--- config.mk ---
export PLATFORM = sky130hd
export DESIGN_NAME = output_port_bank
export DESIGN_NICKNAME = d
export VERILOG_FILES = /design/src/rtl/output_port_bank.sv
export SDC_FILE = /design/constraint.sdc
export NUM_CORES = 1
export LEC_CHECK = 0
export ABC_AREA = 0
export BUFFER_PORTS_ARGS = -buffer_cell sky130_fd_sc_hd__clkbuf_2
export CAP_MARGIN = 5
export CELL_PAD_IN_SITES_DETAIL_PLACEMENT = 0
export CELL_PAD_IN_SITES_GLOBAL_PLACEMENT = 2
export CORE_UTILIZATION = 35
export CTS_CLUSTER_SIZE = 8
export DETAILED_ROUTE_END_ITERATION = 7
export GPL_TIMING_DRIVEN = 0
export PLACE_DENSITY_LB_ADDON = 0.1
export SETUP_SLACK_MARGIN = 0.1
export SLEW_MARGIN = 10
export SYNTH_ARGS = -nofsm -noshare
export SYNTH_HDL_FRONTEND = slang
export SYNTH_SLANG_ARGS = --single-unit
--- constraint.sdc ---
create_clock -name clk -period 4.8 [get_ports clk]
set_input_delay 0.96 -clock clk [delete_from_list [all_inputs] [get_ports clk]]
set_output_delay 0.96 -clock clk [all_outputs]
set_load 0.02 [all_outputs]
--- src/rtl/output_port_bank.sv ---
// Memory-mapped multi-channel output bank: per-channel data and PWM duty registers,
// a shared prescaled PWM timebase, registered pins and registered read-back.
module output_port_bank #(
  parameter int NUM_CH     = 4,
  parameter int CH_WIDTH   = 8,
  parameter int DUTY_BITS  = 8,
  parameter int PRESCALE_W = 16
) (
  input  logic                         clk,
  input  logic                         rst_n,
  input  logic [31:0]                  output_address,
  input  logic [31:0]                  output_in,
  input  logic [1:0]                   output_size,
  input  logic                         output_write_enable,
  output logic [31:0]                  output_out,
  output logic [NUM_CH*CH_WIDTH-1:0]   out_pins
);

  logic [CH_WIDTH-1:0]        r_data [NUM_CH];
  logic [DUTY_BITS-1:0]       r_duty [NUM_CH];
  logic [NUM_CH-1:0]          r_ctrl;
  logic [PRESCALE_W-1:0]      r_prescale;
  logic [PRESCALE_W-1:0]      r_pre_cnt;
  logic [DUTY_BITS-1:0]       r_pwm_cnt;
  logic [31:0]                r_out;
  logic [NUM_CH*CH_WIDTH-1:0] r_pins;

  logic [1:0]  w_off;
  logic [3:0]  w_be;
  logic [31:0] w_mask;
  logic [31:0] w_wdat;
  logic [31:0] w_rdata;
  logic        w_wr;
  logic        w_sel_data;
  logic        w_sel_duty;
  logic        w_sel_ctrl;
  logic        w_sel_pre;
  logic        w_tick;

  function automatic logic [31:0] merge_lanes(input logic [31:0] old_v,
                                              input logic [31:0] new_v,
                                              input logic [31:0] mask);
    return (old_v & ~mask) | (new_v & mask);
  endfunction

  assign w_off      = output_address[1:0];
  assign w_sel_data = (output_address[31:5] == 27'd0);
  assign w_sel_duty = (output_address[31:5] == 27'd1);
  assign w_sel_ctrl = (output_address[31:2] == 30'h10);
  assign w_sel_pre  = (output_address[31:2] == 30'h11);
  assign w_tick     = (r_pre_cnt >= r_prescale);

  // Misaligned halfword/word accesses produce an empty lane mask and are dropped.
  always_comb begin
    w_be = 4'b0000;
    case (output_size)
      2'd0:    w_be = 4'b0001 << w_off;
      2'd1:    if (!w_off[0]) w_be = 4'b0011 << w_off;
      default: if (w_off == 2'd0) w_be = 4'b1111;
    endcase
  end

  assign w_mask = {{8{w_be[3]}}, {8{w_be[2]}}, {8{w_be[1]}}, {8{w_be[0]}}};
  assign w_wdat = output_in << {w_off, 3'b000};
  assign w_wr   = output_write_enable && (w_be != 4'b0000);

  always_comb begin
    w_rdata = '0;
    for (int i = 0; i < NUM_CH; i++) begin
      if (w_sel_data && output_address[4:2] == 3'(i)) w_rdata = 32'(r_data[i]);
      if (w_sel_duty && output_address[4:2] == 3'(i)) w_rdata = 32'(r_duty[i]);
    end
    if (w_sel_ctrl) w_rdata = 32'(r_ctrl);
    if (w_sel_pre)  w_rdata = 32'(r_prescale);
  end

  always_ff @(posedge clk or negedge rst_n) begin
    if (!rst_n) begin
      r_data     <= '{default: '0};
      r_duty     <= '{default: '0};
      r_ctrl     <= '0;
      r_prescale <= '0;
      r_pre_cnt  <= '0;
      r_pwm_cnt  <= '0;
      r_out      <= '0;
      r_pins     <= '0;
    end else begin
      r_out <= w_rdata;
      for (int i = 0; i < NUM_CH; i++) begin
        if (w_wr && w_sel_data && output_address[4:2] == 3'(i))
          r_data[i] <= CH_WIDTH'(merge_lanes(32'(r_data[i]), w_wdat, w_mask));
        if (w_wr && w_sel_duty && output_address[4:2] == 3'(i))
          r_duty[i] <= DUTY_BITS'(merge_lanes(32'(r_duty[i]), w_wdat, w_mask));
        // Pins use the register and counter state left by the previous edge.
        r_pins[i*CH_WIDTH +: CH_WIDTH] <= (r_ctrl[i] && !(r_pwm_cnt < r_duty[i])) ?
                                          '0 : r_data[i];
      end
      if (w_wr && w_sel_ctrl)
        r_ctrl <= NUM_CH'(merge_lanes(32'(r_ctrl), w_wdat, w_mask));
      if (w_wr && w_sel_pre)
        r_prescale <= PRESCALE_W'(merge_lanes(32'(r_prescale), w_wdat, w_mask));

      // A PRESCALE write restarts the prescaler; the PWM counter keeps its phase.
      if (w_wr && w_sel_pre) r_pre_cnt <= '0;
      else if (w_tick)       r_pre_cnt <= '0;
      else                   r_pre_cnt <= r_pre_cnt + PRESCALE_W'(1);
      if (w_tick) r_pwm_cnt <= r_pwm_cnt + DUTY_BITS'(1);
    end
  end

  assign output_out = r_out;
  assign out_pins   = r_pins;

endmodule
# Word-level counts from Yosys, hierarchy flattened
# Index checks and enable logic that the tools add are counted.
dict set report word_totals {
  regBits 172
  input_bits 69
  output_inout_bits 64
  elab_cells 106
}
dict set report op_classes {
  addsub 2
  magnitude_cmp 5
  n_eq_ne 7
  shift 3
  n_mux 19
  bitwise 22
  reduce_logical 34
}
# op n
set ops {}
lappend ops {{two-way mux 32 bit} 9}
lappend ops {{AND 8 bit} 8}
lappend ops {{bitwise OR 8 bit} 8}
lappend ops {{== test 30 x 5 -> 1 bit (second input constant)} 2}
lappend ops {{two-way mux 8 bit} 5}
lappend ops {{AND 16 bit} 2}
lappend ops {{< comparator 8 bit} 4}
lappend ops {{two-way mux 16 bit} 2}
lappend ops {{left shift 32 x 5 -> 16 bit} 1}
lappend ops {{== test 27 x 1 -> 1 bit (second input constant)} 1}
lappend ops {{logical NOT 27 bit} 1}
lappend ops {{logical AND 1 bit} 25}
lappend ops {{adder 16 x 1 -> 16 bit (second input constant)} 1}
lappend ops {{>= comparator 16 bit} 1}
lappend ops {{NOT 16 bit} 1}
lappend ops {{bitwise OR 16 bit} 1}
lappend ops {{adder 8 x 1 -> 8 bit (second input constant)} 1}
lappend ops {{two-way mux 4 bit} 2}
lappend ops {{case mux 4 bit (2 select lines)} 1}
lappend ops {{== test 3 x 2 -> 1 bit (second input constant)} 2}
lappend ops {{AND 4 bit} 1}
lappend ops {{logical NOT 1 bit} 4}
lappend ops {{logical NOT 2 bit} 2}
lappend ops {{bitwise OR 4 bit} 1}
lappend ops {{6 further kinds} 6}

# Depth between registers and ports, before layout
# Gate-level depths: netlist of run 1.
dict set report logic_depth {
  word_depth 12
  ltp_mapped 9
}

# Worst setup path after synthesis of run 1
# OpenSTA, ideal clock, no wires.
dict set report synth_path {
  path_type {input-to-reg}
  start {input port output_address[12]}
  end {register with a tool-made name}
  t_arrival_ps 2806
  required_ps 4675
  setup_slack_ps 1869
  stages 6
  path_cell_list {or3_1 or4_1 nor3_2 and3_1 buf_2 mux2_2}
}
# element line
set synth_lines {}
lappend synth_lines {{from (decl)} 11} ;# input logic [31:0] output_address,

# Worst setup path in the final report of run 1
dict set report layout_path {
  start {input port output_address[4]}
  end {register r_out[0] (netlist: output_out[0])}
}
dict set report layout_between {
  elab_chain_cells 12
}
# element line
set layout_rtl {}
lappend layout_rtl {{logical NOT 3 bit} {70, 71}}
lappend layout_rtl {{logical AND 1 bit} 70} ;# if (w_sel_data && output_address[4:2] == 3'(i)) w_rdata = 32'(r_data[i]);
lappend layout_rtl {{two-way mux 8 bit} 70}
lappend layout_rtl {{two-way mux 32 bit} 71} ;# if (w_sel_duty && output_address[4:2] == 3'(i)) w_rdata = 32'(r_duty[i]);
lappend layout_rtl {{two-way mux 32 bit} 70}
lappend layout_rtl {{two-way mux 32 bit} 71}
lappend layout_rtl {{two-way mux 32 bit} 70}
lappend layout_rtl {{two-way mux 32 bit} 71}
lappend layout_rtl {{two-way mux 32 bit} 70}
lappend layout_rtl {{two-way mux 32 bit} 71}
lappend layout_rtl {{two-way mux 32 bit} 73} ;# if (w_sel_ctrl) w_rdata = 32'(r_ctrl);
lappend layout_rtl {{two-way mux 32 bit (*)} 74} ;# if (w_sel_pre) w_rdata = 32'(r_prescale);
lappend layout_rtl {{named net w_rdata[0]} 32} ;# logic [31:0] w_rdata;
lappend layout_rtl {{to (signal assigned)} 88} ;# r_out <= w_rdata;
lappend layout_rtl {{to (decl)} 25} ;# logic [31:0] r_out;
# Mark *: on every way through the listed nets, which the timed path passes. The rest lies on a longest branch.
# A chain may end at the register's enable or synchronous reset.

==> run summary, run 1 <==
design area -> 9630 um^2
critical setup path kind -> in2reg
Synth cell types -> 63
initial antenna violation count -> 0
DP HPWL -> 17,000 um
Non-Filler Instances -> 1,212
Synth top area share -> 0.480
crit path from -> output_address[4]
Die ar. -> 23,900 um^2
vias in the first global route -> 6,194
normalized max-slew margin -> 0.421
dpl ws -> 1.10 ns
Worst path slowest cell -> nor4b_2
RR Startpoint -> r_pre_cnt[0]$_DFF_PN0_
WP data arrival -> 3.45 ns
register-to-register setup slack -> 2.23 ns
Die W -> 154 um
Synth Flop Type -> dfrtp_1
Final ANT Viol Nets -> 0
Wirelength per Cell -> 18.8 um
largest cells by area after synthesis -> dfrtp_1, mux2_2, ha_1
crit start category -> input pin
required time worst endpoint -> 5.05 ns
grt total ovfl -> 0
cell taking the most area after synthesis -> dfrtp_1
final net count -> 1,029
H-Tree Level Count -> 4
DRC -> 0
Slew Viols, Final -> 0
GP Congestion -> 0.815
fillers -> 2,220
slew at the pin closest to its max-slew limit -> 0.868 ns
Worst Hold Class -> reg2reg
Mapped Area -> 8140 um^2
DIE HEIGHT -> 154 um
worst-path maximum fanout -> 9
Starting Density -> 0.358
Critical Path Sink Type -> flop
DR top layer -> met4
Port Buffers -> 95
status -> complete, no violations
Post-CTS Resized -> 0
unrepaired setup endpoints after global routing -> false
worst reg-to-reg path cell count -> 9
cell depth of the worst min-delay path -> 1
top-count cell post-synth -> dfrtp_1
Fmax -> 0.312 GHz
Final setup viols -> 0
first-pass GRT wire length -> 35,800 um
CTS buffer count -> 17
placed inst area -> 9060 um^2
Setup WS post-layout -> 1.60 ns
CTS root buf -> clkbuf_16
routed length on met1 -> 10,900 um
Site Rows -> 55
core area -> 22,700 um^2
synthesized area per cell -> 10.4 um^2
Leak -> 4.70 nW
final critical-path required period -> 3.20 ns
Layout area overhead -> 18.3%
PwrDens -> 287 nW/um^2
CTS Sinks -> 156
DR WL met2 -> 10,900 um
clock buffer depth -> 2
Gate Count Post-Synth -> 784
worst vdd ir -> 0.202 mV
max cap viols -> 0
Fin Hold WS -> 0.505 ns
DR iter-0 viols -> 339
antenna cells -> 0
share of layout cells above drive strength 1 -> 0.258
Clock transition at path regs -> 0.06 ns
register area share after synthesis -> 0.480
CTS tree -> done
largest net degree at the start of global routing -> 96
Setup Skew -> 0.0115 ns
CP Cell Sequence -> clkbuf_2 > nand2b_1 > nor2_1 > nor4b_2 > a21oi_1 > o2111a_1 > a2111oi_1
Post-synth ARST share -> 1.00
Reg2Reg Capture Point -> r_pre_cnt[11]$_DFF_PN0_
number of flops mapped to enable cells by yosys -> 0
max incr delay on CP -> 0.65 ns
Post-CTS Hold Buffers -> 0
placed insts -> 1,180
met3 wire len -> 734 um
routed wire length -> 22,800 um
Setup TNS -> 0 ns
Via Count -> 6,167
DR pass1 iterations -> 6
postcts setup bufs -> 0
register bit total from synthesis -> 156
all-layer global routing usage -> 0.200
Syn. warnings -> 0
endpoints failing hold -> 0
DR vias/cell -> 5.09
final period utilization -> 0.667
Post-synth top cells -> dfrtp_1, nand2_1, mux2_2
Worst-Skew Late Latency -> 0.43 ns
I/O pin total -> 133
-- worst max-delay path by stage --
stage / to / slack, ns / cells past startpoint
after floorplan: flop / 1.87 / 6
after global placement: r_pwm_cnt[3]$_DFFE_PN0P_ / 0.009 / 1
after detailed placement: output_out[0]$_DFF_PN0_ / 1.10 / 8
after CTS: output_out[0]$_DFF_PN0_ / 1.54 / 8
after global routing: output_out[0]$_DFF_PN0_ / 1.44 / 7
final: output_out[0]$_DFF_PN0_ / 1.60 / 7
-- cell type report --
type,count,area [um^2],area share
multi-input combinational,536,3810,0.396
buffer,47,256,0.0266
inverter,60,225,0.0234
clock buffer,18,429,0.0446
clock inverter,14,136,0.0142
sequential,156,3900,0.405
timing repair buffer,96,512,0.0532
tap,285,357,0.0370
-- worst max-delay path, delay by kind of cell --
family | cells | cell delay [ns]
simple gates | 3 | 1.39
compound gates | 3 | 0.93
buf+inv | 1 | 0.17
-- cells in the final DEF, fill, tap and decap left out, types with 8 or more instances in the layout --
cell type,n
dfrtp_1,156
o21ai_0,32
xor2_1,13
a21oi_1,50
nor3_1,12
nand3_1,17
inv_1,59
mux2_2,63
a21o_1,9
clkbuf_1,19
o21a_1,8
ha_1,46
nand2_1,84
clkbuf_2,94
conb_1,16
nor2_1,55
clkbuf_16,17
xnor2_1,8
mux2i_1,12
and3_1,8
buf_4,17
-- metal layers --
layer | up-vias | track usage
li1 | 2989 | -
met3 | 19 | 0.0339
met5 | - | 0
met1 | 3015 | 0.272
met2 | 144 | 0.332
met4 | 0 | 0.0486
-- power breakdown --
| part | internal (W) | switching, W |
|---|---|---|
| Combinational | 0.0000381 | 0.0000924 |
| Sequential | 0.00131 | 0.000000176 |
| Clock | 0.000724 | 0.000592 |
| Total | 0.00208 | 0.000685 |
-- through the flow --
stage,power [W],utilization
5_1_grt,0.00286,0.424
2_1_floorplan,0.00139,-
4_1_cts,0.00280,0.424
3_5_place_dp,0.00147,0.399
3_3_place_gp,0.00147,0.397
6_report,0.00276,0.424
-- logic make-up (layout without fill, tap and decap cells) --
kind of cell / after synthesis / in the layout / share of synthesized area
simple gates: 226 / 226 / 0.142
flops: 156 / 156 / 0.480
compound gates: 151 / 151 / 0.120
buf+inv: 107 / 235 / 0.0592
mux: 76 / 76 / 0.105
fa+ha+maj: 46 / 46 / 0.0707
xor+xnor: 21 / 21 / 0.0226
other cells: 1 / 16 / 0.000461
(Power assumes the default switching activity.)
==> run 2: changes to the inputs <==
==> constraint.sdc (replaced) <==
create_clock -name clk -period 3 [get_ports clk]
set_input_delay 0.6 -clock clk [delete_from_list [all_inputs] [get_ports clk]]
set_output_delay 0.6 -clock clk [all_outputs]
set_load 0.02 [all_outputs]
==> run 2 against run 1 <==
Net effect: sequential share of layout area fell by 0.13 points; register-to-register slack worse by 1.8 ns; worst hold slack worse by 0.26 ns; die area stayed put; largest cell class unchanged; largest power group is now registers.
==> run summary, run 2 (synthesis gave the netlist of run 1 again) <==
Worst-Skew Late Latency -> 0.43 ns
I/O pin total -> 133
register-to-register setup slack -> 0.47 ns
Layout area overhead -> 18.7%
CTS buffer count -> 17
first-pass GRT wire length -> 35,800 um
Final setup viols -> 0
Non-Filler Instances -> 1,214
unrepaired setup endpoints after global routing -> false
core area -> 22,700 um^2
Fin Hold WS -> 0.245 ns
slew at the pin closest to its max-slew limit -> 0.864 ns
final net count -> 1,031
dpl ws -> -0.337 ns
PwrDens -> 457 nW/um^2
max cap viols -> 0
DR vias/cell -> 5.07
CTS Sinks -> 156
status -> complete, no violations
Setup Skew -> 0.0118 ns
Port Buffers -> 95
required time worst endpoint -> 3.27 ns
CP endpoint -> output_out[0]$_DFF_PN0_
fillers -> 2,213
Die ar. -> 23,900 um^2
DR iter-0 viols -> 363
placed insts -> 1,180
Leak -> 4.71 nW
worst-path maximum fanout -> 9
most frequent cells in the layout -> dfrtp_1, clkbuf_2, nand2_1
initial antenna violation count -> 0
GP Congestion -> 0.815
Final ANT Viol Nets -> 0
crit path from -> output_address[4]
final critical-path required period -> 2.69 ns
Reg2Reg Capture Point -> r_pre_cnt[11]$_DFF_PN0_
worst reg-to-reg path cell count -> 9
CP bufs+invs -> 1
Worst path slowest cell -> nor4b_2
all-layer global routing usage -> 0.200
normalized max-slew margin -> 0.424
final period utilization -> 0.897
endpoints failing hold -> 0
DRC -> 0
Slew Viols, Final -> 0
CTS tree -> done
crit start category -> input pin
DP HPWL -> 17,000 um
H-Tree Level Count -> 4
Clock transition at path regs -> 0.07 ns
routed wire length -> 22,800 um
worst vdd ir -> 0.325 mV
critical setup path kind -> in2reg
share of layout cells above drive strength 1 -> 0.263
max incr delay on CP -> 0.64 ns
Die W -> 154 um
WP data arrival -> 2.97 ns
Fmax -> 0.372 GHz
Pwr Total -> 0.00442 W
Post-CTS Hold Buffers -> 0
largest net degree at the start of global routing -> 96
RR Startpoint -> r_pre_cnt[0]$_DFF_PN0_
vias in the first global route -> 6,191
Wirelength per Cell -> 18.8 um
antenna cells -> 0
CP Cell Sequence -> clkbuf_2 > nand2b_1 > nor2_1 > nor4b_2 > a21oi_1 > o2111a_1 > a2111oi_2
critical path depth -> 7
clock buffer depth -> 2
Critical Path Sink Type -> flop
DR pass1 iterations -> 6
Site Rows -> 55
commonest non-fill, non-tap cell in the layout -> dfrtp_1
DIE HEIGHT -> 154 um
CTS root buf -> clkbuf_16
Worst Hold Class -> in2async
Via Count -> 6,159
Largest delay share family, worst path -> simple AND/OR/NAND/NOR gates
Setup WS post-layout -> 0.308 ns
Starting Density -> 0.358
grt total ovfl -> 0
## run 2: layout make-up
class | count | area (um^2) | share of cell area
Clock buffer | 18 | 429 | 0.0444
Clock inverter | 14 | 136 | 0.0141
Buffer | 47 | 256 | 0.0266
Multi-Input combinational cell | 536 | 3820 | 0.396
Inverter | 60 | 225 | 0.0233
Tap cell | 285 | 357 | 0.0369
Sequential cell | 156 | 3900 | 0.404
Timing Repair Buffer | 98 | 527 | 0.0545
## run 2: per-layer routing
metal / share of wire / GRT usage / vias up
met3: 0.033 / 0.0339 / 18
met1: 0.48 / 0.271 / 3001
met4: 0.012 / 0.0486 / 0
li1: - / - / 2986
met5: 0 / 0 / -
met2: 0.48 / 0.332 / 154
## run 2: per-stage QoR
step,cell area [um^2],util,TNS (ns)
detailed placement,9060,0.399,-3.82
global route,9660,0.425,0
finish,9660,0.425,0
global placement,9030,0.397,-224.08
floorplan,8190,-,0
CTS,9630,0.424,0
## run 2: where the power goes
group | internal, W | switching, W | leakage (nW) | total [W]
clock | 0.00116 | 0.000945 | 0.268 | 0.00210
sequential | 0.00210 | 0.000000281 | 2.09 | 0.00210
combinational | 0.0000610 | 0.000148 | 2.35 | 0.000209
total | 0.00332 | 0.00109 | 4.71 | 0.00442
## run 2: worst min-delay path by stage
stage | startpoint | end | cells past startpoint
floorplan | rst_n | asynchronous set/reset pin | 0
finish | rst_n | out_pins[28]$_DFF_PN0_ | 1
detailed placement | flop | flop | 1
global route | rst_n | out_pins[28]$_DFF_PN0_ | 1
CTS | rst_n | out_pins[28]$_DFF_PN0_ | 1
global placement | flop | flop | 1
## run 2: what timing repair did
action,in CTS,in global routing
buffers inserted,0,2
setup endpoints to repair,1,13
pin swaps,0,1
gates resized for setup,1,2
